`src/rtl/serial_add_pkg.sv`:
```
// Shared definitions for the serial nibble adder.
// Controller states and the width of the shared adder slice live here so the
// controller and the slice agree on them.
package serial_add_pkg;

    localparam int NIBBLE_W = 4;

    typedef enum logic [1:0] {
        IDLE = 2'd0,
        RUN  = 2'd1,
        DONE = 2'd2
    } state_t;

endpackage

```
`src/rtl/adder_slice_4.sv`:
```
// Purely combinational 4-bit ripple-carry adder slice.
// The serial controller reuses this one slice for every nibble of the operands.
module adder_slice_4
    import serial_add_pkg::*;
(
    input  logic [NIBBLE_W-1:0] a,
    input  logic [NIBBLE_W-1:0] b,
    input  logic                carry_in,
    output logic [NIBBLE_W-1:0] sum,
    output logic                carry_out
);

    // Ripple the carry from bit 0 upward, one full adder per bit.
    always_comb begin
        logic c;
        sum = '0;
        c   = carry_in;
        for (int i = 0; i < NIBBLE_W; i++) begin
            sum[i] = a[i] ^ b[i] ^ c;
            c      = (a[i] & b[i]) | (c & (a[i] ^ b[i]));
        end
        carry_out = c;
    end

endmodule

```
`src/rtl/serial_add_ctrl.sv`:
```
// Serial adder: {carry_out, sum} = a + b + carry_in, one nibble per cycle,
// through a single shared 4-bit slice, with valid/ready handshakes on both sides.
// Optional build macro SERIAL_ADD_CTRL_SUB_EN adds an 'op' input; op = 1 selects
// a - b (b inverted per nibble, initial carry forced to 1, carry_out = no borrow).
module serial_add_ctrl
    import serial_add_pkg::*;
#(
    parameter int WIDTH = 16
) (
    input  logic             clk,
    input  logic             rst,
`ifdef SERIAL_ADD_CTRL_SUB_EN
    input  logic             op,
`endif
    input  logic             in_valid,
    output logic             in_ready,
    input  logic [WIDTH-1:0] a,
    input  logic [WIDTH-1:0] b,
    input  logic             carry_in,
    output logic             out_valid,
    input  logic             out_ready,
    output logic [WIDTH-1:0] sum,
    output logic             carry_out
);

    localparam int NIBBLES = WIDTH / NIBBLE_W;
    localparam int CNT_W   = (NIBBLES > 1) ? $clog2(NIBBLES) : 1;
    localparam logic [CNT_W-1:0] LAST_NIB = CNT_W'(NIBBLES - 1);

    state_t              state;
    logic [CNT_W-1:0]    cnt;
    logic [WIDTH-1:0]    a_reg;
    logic [WIDTH-1:0]    b_reg;
    logic [WIDTH-1:0]    sum_reg;
    logic                carry_reg;
    logic                in_ready_reg;
    logic                out_valid_reg;
    logic [NIBBLE_W-1:0] a_nib;
    logic [NIBBLE_W-1:0] b_nib;
    logic [NIBBLE_W-1:0] b_eff;
    logic [NIBBLE_W-1:0] slice_sum;
    logic                slice_carry;
    logic                start_carry;

`ifdef SERIAL_ADD_CTRL_SUB_EN
    logic op_reg;
    assign b_eff       = op_reg ? ~b_nib : b_nib;
    assign start_carry = op ? 1'b1 : carry_in;
`else
    assign b_eff       = b_nib;
    assign start_carry = carry_in;
`endif

    // Pick nibble 'cnt' of the registered operands for the shared slice.
    always_comb begin
        a_nib = '0;
        b_nib = '0;
        for (int i = 0; i < NIBBLES; i++) begin
            if (cnt == CNT_W'(i)) begin
                a_nib = a_reg[i*NIBBLE_W +: NIBBLE_W];
                b_nib = b_reg[i*NIBBLE_W +: NIBBLE_W];
            end
        end
    end

    adder_slice_4 u_slice (
        .a         (a_nib),
        .b         (b_eff),
        .carry_in  (carry_reg),
        .sum       (slice_sum),
        .carry_out (slice_carry)
    );

    // Controller FSM: accept in IDLE, one nibble per RUN cycle, hold result in DONE.
    always_ff @(posedge clk) begin
        if (rst) begin
            state         <= IDLE;
            cnt           <= '0;
            a_reg         <= '0;
            b_reg         <= '0;
            sum_reg       <= '0;
            carry_reg     <= 1'b0;
            in_ready_reg  <= 1'b1;
            out_valid_reg <= 1'b0;
`ifdef SERIAL_ADD_CTRL_SUB_EN
            op_reg        <= 1'b0;
`endif
        end else begin
            case (state)
                IDLE: begin
                    if (in_valid && in_ready_reg) begin
                        a_reg        <= a;
                        b_reg        <= b;
                        carry_reg    <= start_carry;
`ifdef SERIAL_ADD_CTRL_SUB_EN
                        op_reg       <= op;
`endif
                        cnt          <= '0;
                        in_ready_reg <= 1'b0;
                        state        <= RUN;
                    end
                end
                RUN: begin
                    for (int i = 0; i < NIBBLES; i++) begin
                        if (cnt == CNT_W'(i)) begin
                            sum_reg[i*NIBBLE_W +: NIBBLE_W] <= slice_sum;
                        end
                    end
                    carry_reg <= slice_carry;
                    cnt       <= cnt + 1'b1;
                    if (cnt == LAST_NIB) begin
                        out_valid_reg <= 1'b1;
                        state         <= DONE;
                    end
                end
                DONE: begin
                    if (out_ready) begin
                        out_valid_reg <= 1'b0;
                        in_ready_reg  <= 1'b1;
                        state         <= IDLE;
                    end
                end
                default: begin
                    out_valid_reg <= 1'b0;
                    in_ready_reg  <= 1'b1;
                    state         <= IDLE;
                end
            endcase
        end
    end

    assign in_ready  = in_ready_reg;
    assign out_valid = out_valid_reg;
    assign sum       = sum_reg;
    assign carry_out = carry_reg;

endmodule

```
`config.mk`:
```
export PLATFORM = sky130hd
export DESIGN_NAME = serial_add_ctrl
export DESIGN_NICKNAME = d
export VERILOG_FILES = /design/src/rtl/serial_add_pkg.sv /design/src/rtl/adder_slice_4.sv /design/src/rtl/serial_add_ctrl.sv
export SDC_FILE = /design/constraint.sdc
export NUM_CORES = 1
export LEC_CHECK = 0
export ABC_CLOCK_PERIOD_IN_PS = 3900
export CORE_ASPECT_RATIO = 1.4
export CORE_MARGIN = 2
export CORE_UTILIZATION = 35
export DETAILED_ROUTE_END_ITERATION = 10
export PLACE_DENSITY = 0.57
export SETUP_SLACK_MARGIN = 0.15
export SLEW_MARGIN = 20
export SYNTH_ARGS = -nofsm -noshare
export SYNTH_HDL_FRONTEND = slang
export SYNTH_HIERARCHICAL = 1
export SYNTH_SLANG_ARGS = --single-unit
```
`constraint.sdc`:
```
create_clock -name clk -period 3.9 [get_ports clk]
set_input_delay 0.78 -clock clk [delete_from_list [all_inputs] [get_ports clk]]
set_output_delay 0.78 -clock clk [all_outputs]
set_load 0.02 [all_outputs]
```
# Word-level counts from Yosys, hierarchy flattened

Index checks and enable logic that the tools add are counted.

Add/sub/neg operators: 1
Equal/unequal tests: 8
Mux-type cells: 22
Bitwise logic cells: 22
Reductions and logical operators: 13

Operators by type and width:

| operator                                             | count |
|---|---|
| 2-to-1 mux 4 bit                                     | 8 |
| AND reduction 2 bit                                  | 6 |
| AND reduction 3 bit                                  | 3 |
| AND 1 bit                                            | 8 |
| 2-to-1 mux 2 bit                                     | 4 |
| XOR 1 bit                                            | 8 |
| equality test 2 bit (second input constant)          | 3 |
| inequality test 2 bit (second input constant)        | 3 |
| case mux 1 bit (3 select lines)                      | 2 |
| case mux 2 bit (3 select lines)                      | 1 |
| 2-to-1 mux 1 bit                                     | 5 |
| equality test 2 x 1 -> 1 bit (second input constant) | 2 |
| logical NOT 2 bit                                    | 2 |
| OR 1 bit                                             | 4 |
| case mux 2 bit (2 select lines)                      | 1 |
| adder 2 x 1 -> 2 bit (second input constant)         | 1 |
| NOT 1 bit                                            | 2 |
| case mux 1 bit (2 select lines)                      | 1 |
| nonzero test 2 bit                                   | 1 |
| logical AND 1 bit                                    | 1 |

Flip-flop bits (word level): 55
Input port bits: 37
Output and inout port bits: 19

# Longest topological paths before layout

Gate-level depths: netlist (run 1).

Depth after elaboration: 15
Mapped depth: 16
Depth with buffers taken out: 15

# Modules after synthesis

Netlist (run 1), hierarchy kept.

Modules (own cells, without submodules):

| module          | instances | cells an instance | area an instance (sq um) |
|---|---|---|---|
| serial_add_ctrl | 1         | 306               | 2334.7 |
| adder_slice_4   | 1         | 14                | 117.6 |

# Least setup slack after synthesis (run 1)

Ideal clock, no wire load.

Path kind: register to register
From: register cnt[0]
To: register sum_reg[15], in the netlist sum[15]
Library setup time: 0.070 ns
Data arrival time: 2.953 ns
Required time: 3.830 ns
Setup slack: 0.877 ns
Cell stages (with the launch flop): 17
Period minus slack after synthesis: 3.023 ns
Cells stage by stage: dfxtp_1 -> inv_1 -> ha_1 -> clkbuf_1 -> a21oi_1 -> o21ai_0 -> a22o_1 -> fa_1 -> inv_1 -> fa_1 -> inv_1 -> fa_1 -> inv_1 -> fa_1 -> inv_1 -> nand3_1 -> a21oi_1

Longest elaborated chain between the ends: 13

Ends and longest elaborated chain:

| item                          | line                   | source |
|---|---|---|
| start, declared               | serial_add_ctrl.sv:31  | `logic [CNT_W-1:0] cnt;` |
| start signal, assigned        | serial_add_ctrl.sv:110 | `cnt <= cnt + 1'b1;` |
| logical NOT 2 bit             | serial_add_ctrl.sv:59  | `if (cnt == CNT_W'(i)) begin` |
| 2-to-1 mux 4 bit (3 in a row) | serial_add_ctrl.sv:59  |  |
| 2-to-1 mux 4 bit *            | serial_add_ctrl.sv:59  |  |
| net a_nib[0]                  | serial_add_ctrl.sv:38  | `logic [NIBBLE_W-1:0] a_nib;` |
| XOR 1 bit                     | adder_slice_4.sv:20    | `c = (a[i] & b[i]) \| (c & (a[i] ^ b[i]));` |
| AND 1 bit                     | adder_slice_4.sv:20    |  |
| OR 1 bit *                    | adder_slice_4.sv:20    |  |
| AND 1 bit *                   | adder_slice_4.sv:20    |  |
| OR 1 bit *                    | adder_slice_4.sv:20    |  |
| AND 1 bit *                   | adder_slice_4.sv:20    |  |
| OR 1 bit *                    | adder_slice_4.sv:20    |  |
| XOR 1 bit *                   | adder_slice_4.sv:19    | `sum[i] = a[i] ^ b[i] ^ c;` |
| net slice_sum[3]              | serial_add_ctrl.sv:41  | `logic [NIBBLE_W-1:0] slice_sum;` |
| end signal, assigned by index | serial_add_ctrl.sv:106 | `sum_reg[i*NIBBLE_W +: NIBBLE_W] <= slice_sum;` |
| end, declared                 | serial_add_ctrl.sv:34  | `logic [WIDTH-1:0] sum_reg;` |

The timed path passes the listed nets; every way through them passes the cells marked *.
A chain may end at the register's enable or synchronous reset.

# Final worst setup path (run 1)

From: register cnt[1]
To: register sum_reg[7], in the netlist sum[7]

Same word-level chain as after synthesis.

==> summary by stage, run 1 <==
Layout
The total non-filler cell area in the finished layout is 3130 sq um. In the final design database the tool counted 407 nets. The share of cells above drive strength 1 is 3.86%.

The area taken by flip-flops and latches is 1100 sq um. Measured on the finished design, the core utilization comes to 45.4%. The filler cell count in the final layout is 728. The antenna cell count is 0. From synthesis to final layout, the design area changed by 27.6%. In the final layout, the multi-input gates occupy 1150 sq um.

STA
Setup slack closes at 488 ps. Hold timing on the final database bottoms out at a slack of 457 ps. The maximum operating frequency is 293 MHz. The post-route fraction of the period consumed by the critical path is 87.5%. In the final timing run, aggregate negative setup slack is 0 ps. For the pin with the worst max-slew slack, the measured transition is 1010 ps. The final critical path time including I/O delays and setup is 3410 ps. Across the routed clock network, the largest skew measured is 6.03 ps. The max-slew violation count came to 0. The worst pin sits at a relative slew slack of 32.8%. The number of failing hold endpoints at the final stage is 0.

Setup repair after global routing left no endpoint under its margin. Setup violations remaining at the end of the flow were counted as 0.

Drt
The via count is 2196. The wire length reported by the detailed router is 5.87 mm. For this run, design rule violations remaining after detail routing come to 0. After detailed routing, the number of vias per cell comes to 4.79. For this block, the initial DRC count from the detailed router was 116. The first-pass iteration count of the detailed router is 4. The count of nets left with antenna violations once routing finished came out at 0. In the final routed layout, each cell accounts on average for 12.8 um.

Yosys
The fraction of registers with async set or reset after synthesis is 0%. The main flop type after synthesis is sky130_fd_sc_hd__dfxtp_1. Counting every net in the synthesized netlist gives 365. The number of enable flip-flop cells after synthesis is 0. Synthesis inferred 55 register bits.

Sorting the synthesized cells by how often they occur yields sky130_fd_sc_hd__nand2_1, sky130_fd_sc_hd__a21oi_1, sky130_fd_sc_hd__dfxtp_1. The library cell with the largest summed area after synthesis is sky130_fd_sc_hd__dfxtp_1. In this run, distinct cell masters in the synthesized netlist total 27. Ranked by total cell area, the synthesized netlist is headed by sky130_fd_sc_hd__dfxtp_1, sky130_fd_sc_hd__a21oi_1, sky130_fd_sc_hd__nand2_1.

Summing every instance area after synthesis gives 2450 sq um. The share of synthesized area in the top cell type comes to 44.9%. The most common cell in the synthesized netlist is sky130_fd_sc_hd__nand2_1. The mean cell area of the mapped netlist is 7.66 sq um. The share of the yosys chip area belonging to registers is 44.9%. For this run, the number of Yosys warnings is 6.

The number of instances in the synthesized netlist is 320.

Critical path
The worst-path maximum fanout is 21. The slowest library cell on the worst path is sky130_fd_sc_hd__ha_1. The worst endpoint required time is 4140 ps.

The cell with the most instances on the worst path is sky130_fd_sc_hd__inv_1. The data arrival time of the critical path is 3650 ps. The signal on the critical path passes through inv_1, ha_1, o21ai_0, a22o_1, fa_1, inv_1, fa_1, inv_1, fa_1, inv_1, fa_1, inv_1, nand3_1, a21oi_1. For this run, the slowest stage of the critical path takes 590 ps. The cell family contributing the most delay on the critical path is adder cells.

The worst setup path is launched from a flip-flop. The start-to-end type of the worst setup path is flip-flop to flip-flop. The buffers plus inverters on the worst setup path is 5. STA classifies the critical path endpoint as a flip-flop.

Power
The power density over the cells is 373 nW/um^2. Summed over all cells, the static leakage comes to 1.10 nW. The maximum VDD drop is 0.197 mV.

Global routing
The first-pass GRT wire length is 9.52 mm. The number of global-route vias before repair is 2050. The overall fraction of global-route tracks in use is 16.3%. The number of antenna violations at the first check in global routing came to 0. The total congestion overflow after global routing is 0. The maximum number of pins on one net before global-route repair is 57.

Clock network
The tree is rooted in a sky130_fd_sc_hd__clkbuf_8. After clock tree synthesis, the repair step resized 0 gates. The clock-pin slew on the worst setup and hold paths is 90 ps. In this run, post-CTS hold repair placed 0 buffers. TritonCTS built the clock tree. The count of buffers added by post-CTS timing repair for setup is 0.

The clock latency on the worst-skew pair is 310 ps. The number of levels the H-tree was split into is 2. In this run, CTS created clock tree buffers numbering 5. Counting every sink on the clock net gives 55. The clock passes through at most 2 buffers.

Placed design
The total placed instance area is 3030 sq um. The post-placement setup slack is 486 ps. The final estimated routing congestion in global placement is 0.820.

Summed over all nets, the half-perimeter wirelength after detailed placement is 4.22 mm. Input and output buffers added on the ports amount to 55.

Floorplan
The chip width is 74.7 um. In this run the core area contains 36 standard-cell rows. The floorplan step defined a die boundary enclosing 7700 sq um.

The number of top-level design ports is 56. For this configuration, the core starts out at a cell density of 35.6%. After floorplanning, the core was sized to cover 6890 sq um. The floorplan step set the die height to 103 um.

Min path
The path category of the worst min-delay check is flip-flop to flip-flop.

Status
The run finished with clean final reports.

Flow run
The number of maximum-capacitance constraint violations is 0.
[worst min-delay path, stage by stage, from the launching register on]
cell and delay, ps:
sky130_fd_sc_hd__dfxtp_1 320, sky130_fd_sc_hd__nand2_1 50, sky130_fd_sc_hd__a21oi_1 50
[routing by layer]
metal | global-route usage, % | share of wire (%)
met3 | 2.93 | 2.4
met2 | 28.5 | 51
met5 | 0 | 0
met1 | 19.3 | 44
met4 | 6.73 | 2.2
[path summary, 6_finish.rpt]
path / cells after the start / end / from / slack [ps]
worst max-delay path: 14 / sum[7] / cnt[1] / 490
worst min-delay path: 2 / sum[1] / sum[1] / 460
worst max register to register: 14 / sum[7] / cnt[1] / 490
worst min register to register: 2 / sum[1] / sum[1] / 460
[area by class of cell]
class	instances	share of cell area (%)
Clock buffer	8	3.20
Inverter	20	2.40
Multi-Input combinational cell	220	36.8
Sequential cell	55	35.2
Tap cell	95	3.80
Timing Repair Buffer	60	18.6
[metrics by stage]
stage | std cells | total power [mW]
after floorplan | 320 | 0.756
after global placement | 450 | 0.837
after detailed placement | 450 | 0.840
after CTS | 458 | 1.18
after global routing | 458 | 1.23
final | 458 | 1.17
[report_power, final]
part / internal, mW / switching, mW / total, mW
Sequential: 0.591 / 0.0201 / 0.611
Clock: 0.162 / 0.181 / 0.344
Combinational: 0.0923 / 0.120 / 0.212
[layout by cell type, fill, tap and decap left out, drive strengths merged, types with 2 or more instances in the layout]
cell type      count
nand3             18
buf                6
inv               20
nand2b             2
fa                 4
nand2             90
nor2               3
nand3b             4
ha                 4
clkdlybuf4s50     54
dfxtp             55
a21oi             69
clkbuf             8
o21ai              8
a22o               8
[kinds of logic (layout without fill, tap and decap cells)]
family / Yosys count / after routing / share of synthesized area [%]
AND/OR/NAND/NOR: 122 / 122 / 21.4
AO/OA/AOI/OAI: 90 / 90 / 20.2
flip-flops: 55 / 55 / 44.9
buffers and inverters: 45 / 88 / 8.26
adder cells (fa/ha/maj): 8 / 8 / 5.31
(Power assumes the default switching activity.)
==> inputs of run 2 (changes only) <==
--- a/config.mk
+++ b/config.mk
@@ -5,14 +5,14 @@
 export SDC_FILE = /design/constraint.sdc
 export NUM_CORES = 1
 export LEC_CHECK = 0
-export ABC_CLOCK_PERIOD_IN_PS = 3900
+export CAP_MARGIN = 30
 export CORE_ASPECT_RATIO = 1.4
 export CORE_MARGIN = 2
 export CORE_UTILIZATION = 35
 export DETAILED_ROUTE_END_ITERATION = 10
 export PLACE_DENSITY = 0.57
 export SETUP_SLACK_MARGIN = 0.15
-export SLEW_MARGIN = 20
+export SLEW_MARGIN = 15
 export SYNTH_ARGS = -nofsm -noshare
 export SYNTH_HDL_FRONTEND = slang
 export SYNTH_HIERARCHICAL = 1
==> run 2 against run 1 <==
Against the previous run: die area stayed put; wire length increased by 0.70%; final cell count increased by 0.44%; hold slack better by 1.5 ps; clock skew is 1.0 ps higher; sequential cell count unchanged; sequential power hardly changed; clock-buffer cell count unchanged; utilization increased by 0.47 points; sequential share of layout area down 0.36 points; via count increased by 1.4%; first-iteration DRC count decreased by 19%; critical endpoint unchanged; largest cell class unchanged.
==> summary by stage, run 2 (synthesis results as in run 1) <==
STA
The number of failing hold endpoints at the final stage was 0. The worst-case hold slack is 459 ps. Setup repair after global routing left no endpoint under its margin. The final critical path takes up 86.2% of the cycle. Derived from the worst setup path, the maximum achievable clock frequency is 297 MHz.

The worst pin sits at a relative slew slack of 57.2%. For the pin with the worst max-slew slack, the measured transition is 642 ps. The max-slew violation count is 0. Setup violations remaining at the end of the flow were counted as 0. The worst-case clock skew is 7.07 ps. Counting I/O delays and the setup requirement, the final critical path takes 3360 ps.

The total negative setup slack is 0 ps.

Layout
The library cell used most frequently in the layout, excluding fill and tap cells, is sky130_fd_sc_hd__nand2_1. The area growth from synthesis to layout is 28.9%. The filler cell count in the final layout is 728. The utilization after layout is 45.9%. The final-stage net count is 409. Summing all non-filler instances in the final layout gives an area of 3160 sq um. The area taken by flip-flops and latches is 1100 sq um. The share of cells above drive strength 1 is 4.11%. The antenna cell count is 0. The area of the multi-input gates is 1150 sq um.

In the layout the commonest cells are sky130_fd_sc_hd__nand2_1, sky130_fd_sc_hd__a21oi_1, sky130_fd_sc_hd__dfxtp_1.

Clock network
The count of buffers added by post-CTS timing repair for setup is 0. The number of hold-repair buffers added at the cts stage is 0. The buffer depth of the longest clock path is 2. The H-tree was split into 2 levels. The clock-pin slew on the worst setup and hold paths is 90 ps.

The total clock buffers created by CTS is 5. The root buffer cell chosen for the clock tree is sky130_fd_sc_hd__clkbuf_8. Clock latency on the worst-skew pair, taken at its later pin, is 310 ps. The clock tree from TritonCTS is built. The post-cts gate resize count is 0. For this design, the sink count on the clock tree is 55.

Status
The run finished with clean final reports.

Critical path
The kind of end point of the critical path is a flip-flop. Data on the critical path arrives at its endpoint at 3610 ps. The critical path is of the flip-flop to flip-flop type.

Of all nets on the critical path, the largest fanout is 21. The worst endpoint required time is 4150 ps. The worst setup path is launched from a flip-flop.

Power
The leakage power is 1.12 nW. Dividing total power by cell area gives a power density of 372 nW/um^2. IR analysis of the VDD net gives a maximum drop of 0.207 mV. Power comes to 1.18 mW.

Placed design
In this run the tool buffered the top-level ports with 55 buffer cells. Summing all placed instances gives a cell area of 3030 sq um. At the end of routability-driven placement, the weighted congestion stood at 0.820. The detailed-placement wirelength estimate is 4.26 mm.

Min path
The tightest min-delay check is of the flip-flop to flip-flop type.

Floorplan
The standard cell core area is 6890 sq um. The area of the die is 7700 sq um. The die span in y is 103 um.

The number of placement rows is 36. The number of top-level design ports is 56. The initial core utilization is 35.6%. The chip width is 74.7 um.

Drt
Summed over all layers, the routed wires come to 5.91 mm. Before antenna repair, the detailed router went through 4 iterations. The count of nets left with antenna violations once routing finished came out at 0. The ratio of routed vias to standard cells is 4.84. The remaining design rule violation count is 0. The via count is 2226. The number of design-rule violations left by the first detailed-router iteration is 94.

The routed length per placed instance is 12.9 um.

Flow run
Across the run, the number of max-cap violations was 0.

Global routing
The total overflow left after global routing is 0. The maximum number of pins on one net before global-route repair is 57. The first-pass GRT wire length is 9.52 mm.

The overall fraction of global-route tracks in use is 16.3%. The number of antenna violations at the first check in global routing is 0. The number of global-route vias before repair was 2023.
-- run 2: cell type report --
cell class | instances | area share [%]
clock buffer | 8 | 3.17
inverter | 20 | 2.37
multi-input combinational | 220 | 36.3
sequential | 55 | 34.8
tap | 95 | 3.76
timing repair buffer | 62 | 19.5
-- run 2: worst max-delay path: stages (launching register included) --
cell and delay, ps:
sky130_fd_sc_hd__dfxtp_1 380, sky130_fd_sc_hd__inv_1 80, sky130_fd_sc_hd__ha_1 410, sky130_fd_sc_hd__a21oi_1 230, sky130_fd_sc_hd__o21ai_0 100, sky130_fd_sc_hd__a22o_1 230, sky130_fd_sc_hd__fa_1 410, sky130_fd_sc_hd__inv_1 70
sky130_fd_sc_hd__fa_1 170, sky130_fd_sc_hd__inv_1 50, sky130_fd_sc_hd__fa_1 350, sky130_fd_sc_hd__inv_1 70, sky130_fd_sc_hd__fa_1 400, sky130_fd_sc_hd__inv_1 110, sky130_fd_sc_hd__nand3_1 80, sky130_fd_sc_hd__a21oi_1 150
-- run 2: per-stage QoR --
step	setup slack [ps]	std cells
floorplan	877	320
global placement	621	450
detailed placement	531	451
CTS	517	459
global route	249	460
finish	538	460
-- run 2: where the power goes --
group	internal [mW]	switching, mW
clock network	0.163	0.185
registers	0.591	0.0203
logic	0.0959	0.121
-- run 2: worst paths after layout --
kind | endpoint | from | slack (ps) | cells after the start
worst min register to register | sum[12] | sum[12] | 460 | 2
worst max register to register | sum[7] | cnt[1] | 540 | 15
worst min-delay path | sum[12] | sum[12] | 460 | 2
worst max-delay path | sum[7] | cnt[1] | 540 | 15
-- run 2: metal layers --
| layer | global-route usage (%) | wire (um) | vias up |
|---|---|---|---|
| met3 | 3.23 | 191 | 7 |
| met1 | 19.9 | 2570 | 1029 |
| li1 | - | - | 1144 |
| met2 | 28.3 | 3050 | 46 |
| met4 | 5.36 | 99 | 0 |
| met5 | 0 | 0 | - |
==> inputs of run 3 (changes only) <==
--- a/config.mk
+++ b/config.mk
@@ -6,7 +6,6 @@
 export NUM_CORES = 1
 export LEC_CHECK = 0
 export CAP_MARGIN = 30
-export CORE_ASPECT_RATIO = 1.4
 export CORE_MARGIN = 2
 export CORE_UTILIZATION = 35
 export DETAILED_ROUTE_END_ITERATION = 10
==> run 3 against run 2 <==
Against the previous run: sequential cell count unchanged; clock-buffer cell count decreased by 1; combinational power about the same; non-clock buffer count unchanged; wire length decreased by 1.5%; critical path type unchanged; critical endpoint is now sum[3]; largest cell class unchanged.
==> summary by stage, run 3 (synthesis results as in run 1) <==
Global routing
The number of global-route vias before repair is 1977. The number of antenna violations at the first check in global routing is 0. The overall fraction of global-route tracks in use is 15.8%. The total congestion overflow after global routing is 0.

Entering global routing, the biggest net connects 57 pins. The first-pass GRT wire length is 9.46 mm.

Clock network
The clock passes through at most 2 buffers. The clock-pin slew on the worst setup and hold paths is 90 ps. The number of gates resized after CTS was 0. The clock sink count is 55.

The count of buffers added by post-CTS timing repair for setup is 0. Buffers inserted during clock tree synthesis total 5. The H-tree was split into 2 levels. The number of hold-repair buffers added at the cts stage is 0. The tree is rooted in a sky130_fd_sc_hd__clkbuf_8.

The clock tree from TritonCTS is built. For the worst-skew pair, the clock arrives at the later sink with an insertion delay of 310 ps.

Power
Summed over all cells, the static leakage comes to 1.11 nW. In this run the power density over the cells is 361 nW/um^2. VDD sags by at most 0.136 mV.

Critical path
Of all nets on the critical path, the largest fanout is 15. The category of cells accounting for the largest share of critical-path delay is adder cells. Measured in cells, the most critical reg-to-reg path has a length of 15. The data arrival time of the critical path is 3550 ps. STA classifies the critical path endpoint as a flip-flop. Data on the critical path is required at its endpoint by 4140 ps. The peak per-stage delay on the critical path is 410 ps. The critical path goes through inv_1, ha_1, a21oi_1, o21ai_0, a22o_1, fa_1, inv_1, fa_1, inv_1, fa_1, inv_1, fa_1, inv_1, nand3_1, a21oi_1. The critical path in this run is classified as flip-flop to flip-flop. Counting both buffers and inverters, the worst setup path holds a total of 5. The total number of cells along the worst setup path is 15. The slowest library cell on the worst path is sky130_fd_sc_hd__fa_1. The cell with the most instances on the worst path is sky130_fd_sc_hd__inv_1.

The worst setup path is launched from a flip-flop.

Floorplan
The chip width is 87.7 um. 56 I/O pins were placed. The initial core utilization is 36.1%. In this run the standard cell core region covers 6790 sq um.

The die covers 7690 sq um. The die span in y is 87.7 um. After floorplanning, the core was divided into 30 placement rows.

Layout
The final-stage net count is 409. The library cells used most frequently in the layout, excluding fill and tap cells, are sky130_fd_sc_hd__nand2_1, sky130_fd_sc_hd__a21oi_1, sky130_fd_sc_hd__dfxtp_1. Leaving out fill and tap cells, the most frequent cell in the layout is sky130_fd_sc_hd__nand2_1. The finished cells cover 3140 sq um.

Cells with a size suffix above 1 make up 3.84% of the layout. The number of antenna diodes in the final layout is 0. The area growth from synthesis to layout is 28.2%.

Fill cells in the final layout number 706.

Placed design
The detailed-placement wirelength estimate is 4.04 mm. The total placed instance area is 3040 sq um. The final estimated routing congestion in global placement is 0.802.

The post-placement setup slack is 626 ps. The count of buffers inserted at the top-level ports is 55.

Drt
Using the TritonRoute via totals, the vias-per-cell ratio works out to 4.70. The routed length per placed instance is 12.6 um. The number of design-rule violations left by the first detailed-router iteration is 104. The number of nets with antenna violations after detailed routing is 0. The first detailed-routing pass ran for 4 iterations. Wires add up to 5.82 mm. The routed layout has 2166 vias. After detailed routing, the number of remaining DRC violations is 0.

STA
The max-slew violation count came to 0. The number of failing setup endpoints in the final timing report is 0. On the final layout, the worst hold slack is 458 ps. The total negative setup slack is 0 ps. The number of failing hold endpoints at the final stage came to 0. After layout, the minimum clock period comes to 3310 ps.

For this run, the top clock speed supported by timing is 302 MHz. The worst-case clock skew is 4.59 ps. The worst setup slack after layout is 587 ps. The post-route fraction of the period consumed by the critical path is 85.0%. Setup repair after global routing left no endpoint under its margin. The slew at the pin closest to its max-slew limit is 687 ps. Measured against its own limit, the worst slew margin works out to 54.1%.

Min path
The min-delay analysis places its worst path in the category flip-flop to flip-flop. The number of cells on the worst hold path is 2.

Status
The run finished with clean final reports.

Flow run
The number of maximum-capacitance constraint violations is 0.
run 3: cell count changes in the layout (fill, tap and decap cells not counted), sizes merged:
| cell | before | now |
|---|---|---|
| clkbuf | 8 | 7 |
| clkinv | 0 | 1 |
run 3: worst reg2reg max path: stages, from the launching register on:
cell,delay (ps)
sky130_fd_sc_hd__dfxtp_1,390
sky130_fd_sc_hd__inv_1,100
sky130_fd_sc_hd__ha_1,390
sky130_fd_sc_hd__a21oi_1,190
sky130_fd_sc_hd__o21ai_0,100
sky130_fd_sc_hd__a22o_1,220
sky130_fd_sc_hd__fa_1,410
sky130_fd_sc_hd__inv_1,70
sky130_fd_sc_hd__fa_1,170
sky130_fd_sc_hd__inv_1,50
sky130_fd_sc_hd__fa_1,360
sky130_fd_sc_hd__inv_1,80
sky130_fd_sc_hd__fa_1,400
sky130_fd_sc_hd__inv_1,120
sky130_fd_sc_hd__nand3_1,80
sky130_fd_sc_hd__a21oi_1,130
run 3: final cells by class:
type	instances	area [sq um]	area share [%]
inverter	20	75.1	2.39
tap	96	120	3.82
multi-input combinational	220	1150	36.5
timing repair buffer	62	618	19.7
clock inverter	1	5.00	0.159
sequential	55	1100	35.0
clock buffer	7	76.3	2.43
run 3: power by group:
part | internal [mW] | total, mW | switching [mW]
combinational | 0.0956 | 0.218 | 0.122
sequential | 0.591 | 0.612 | 0.0205
clock | 0.127 | 0.307 | 0.180
run 3: final timing paths:
kind / startpoint / to / slack (ps)
setup / recovery: cnt[0] / sum[3] / 590
hold reg to reg: sum[14] / sum[14] / 460
setup reg to reg: cnt[0] / sum[3] / 590
hold / removal: sum[14] / sum[14] / 460
run 3: per-stage QoR:
| stage | util, % | std cells | power (mW) |
|---|---|---|---|
| after floorplan | - | 320 | 0.756 |
| after global placement | 44.6 | 451 | 0.836 |
| after detailed placement | 44.7 | 452 | 0.840 |
| after CTS | 45.9 | 460 | 1.14 |
| after global routing | 46.3 | 461 | 1.20 |
| final | 46.3 | 461 | 1.14 |
run 3: routing by layer:
metal  global-route usage (%)  vias up  routed length [um]
met5                        0        -                   0
met4                     5.73        0                 106
met3                     3.49        9                 181
met2                     24.7       44                2600
met1                     21.6      967                2940
li1                         -     1146                   -
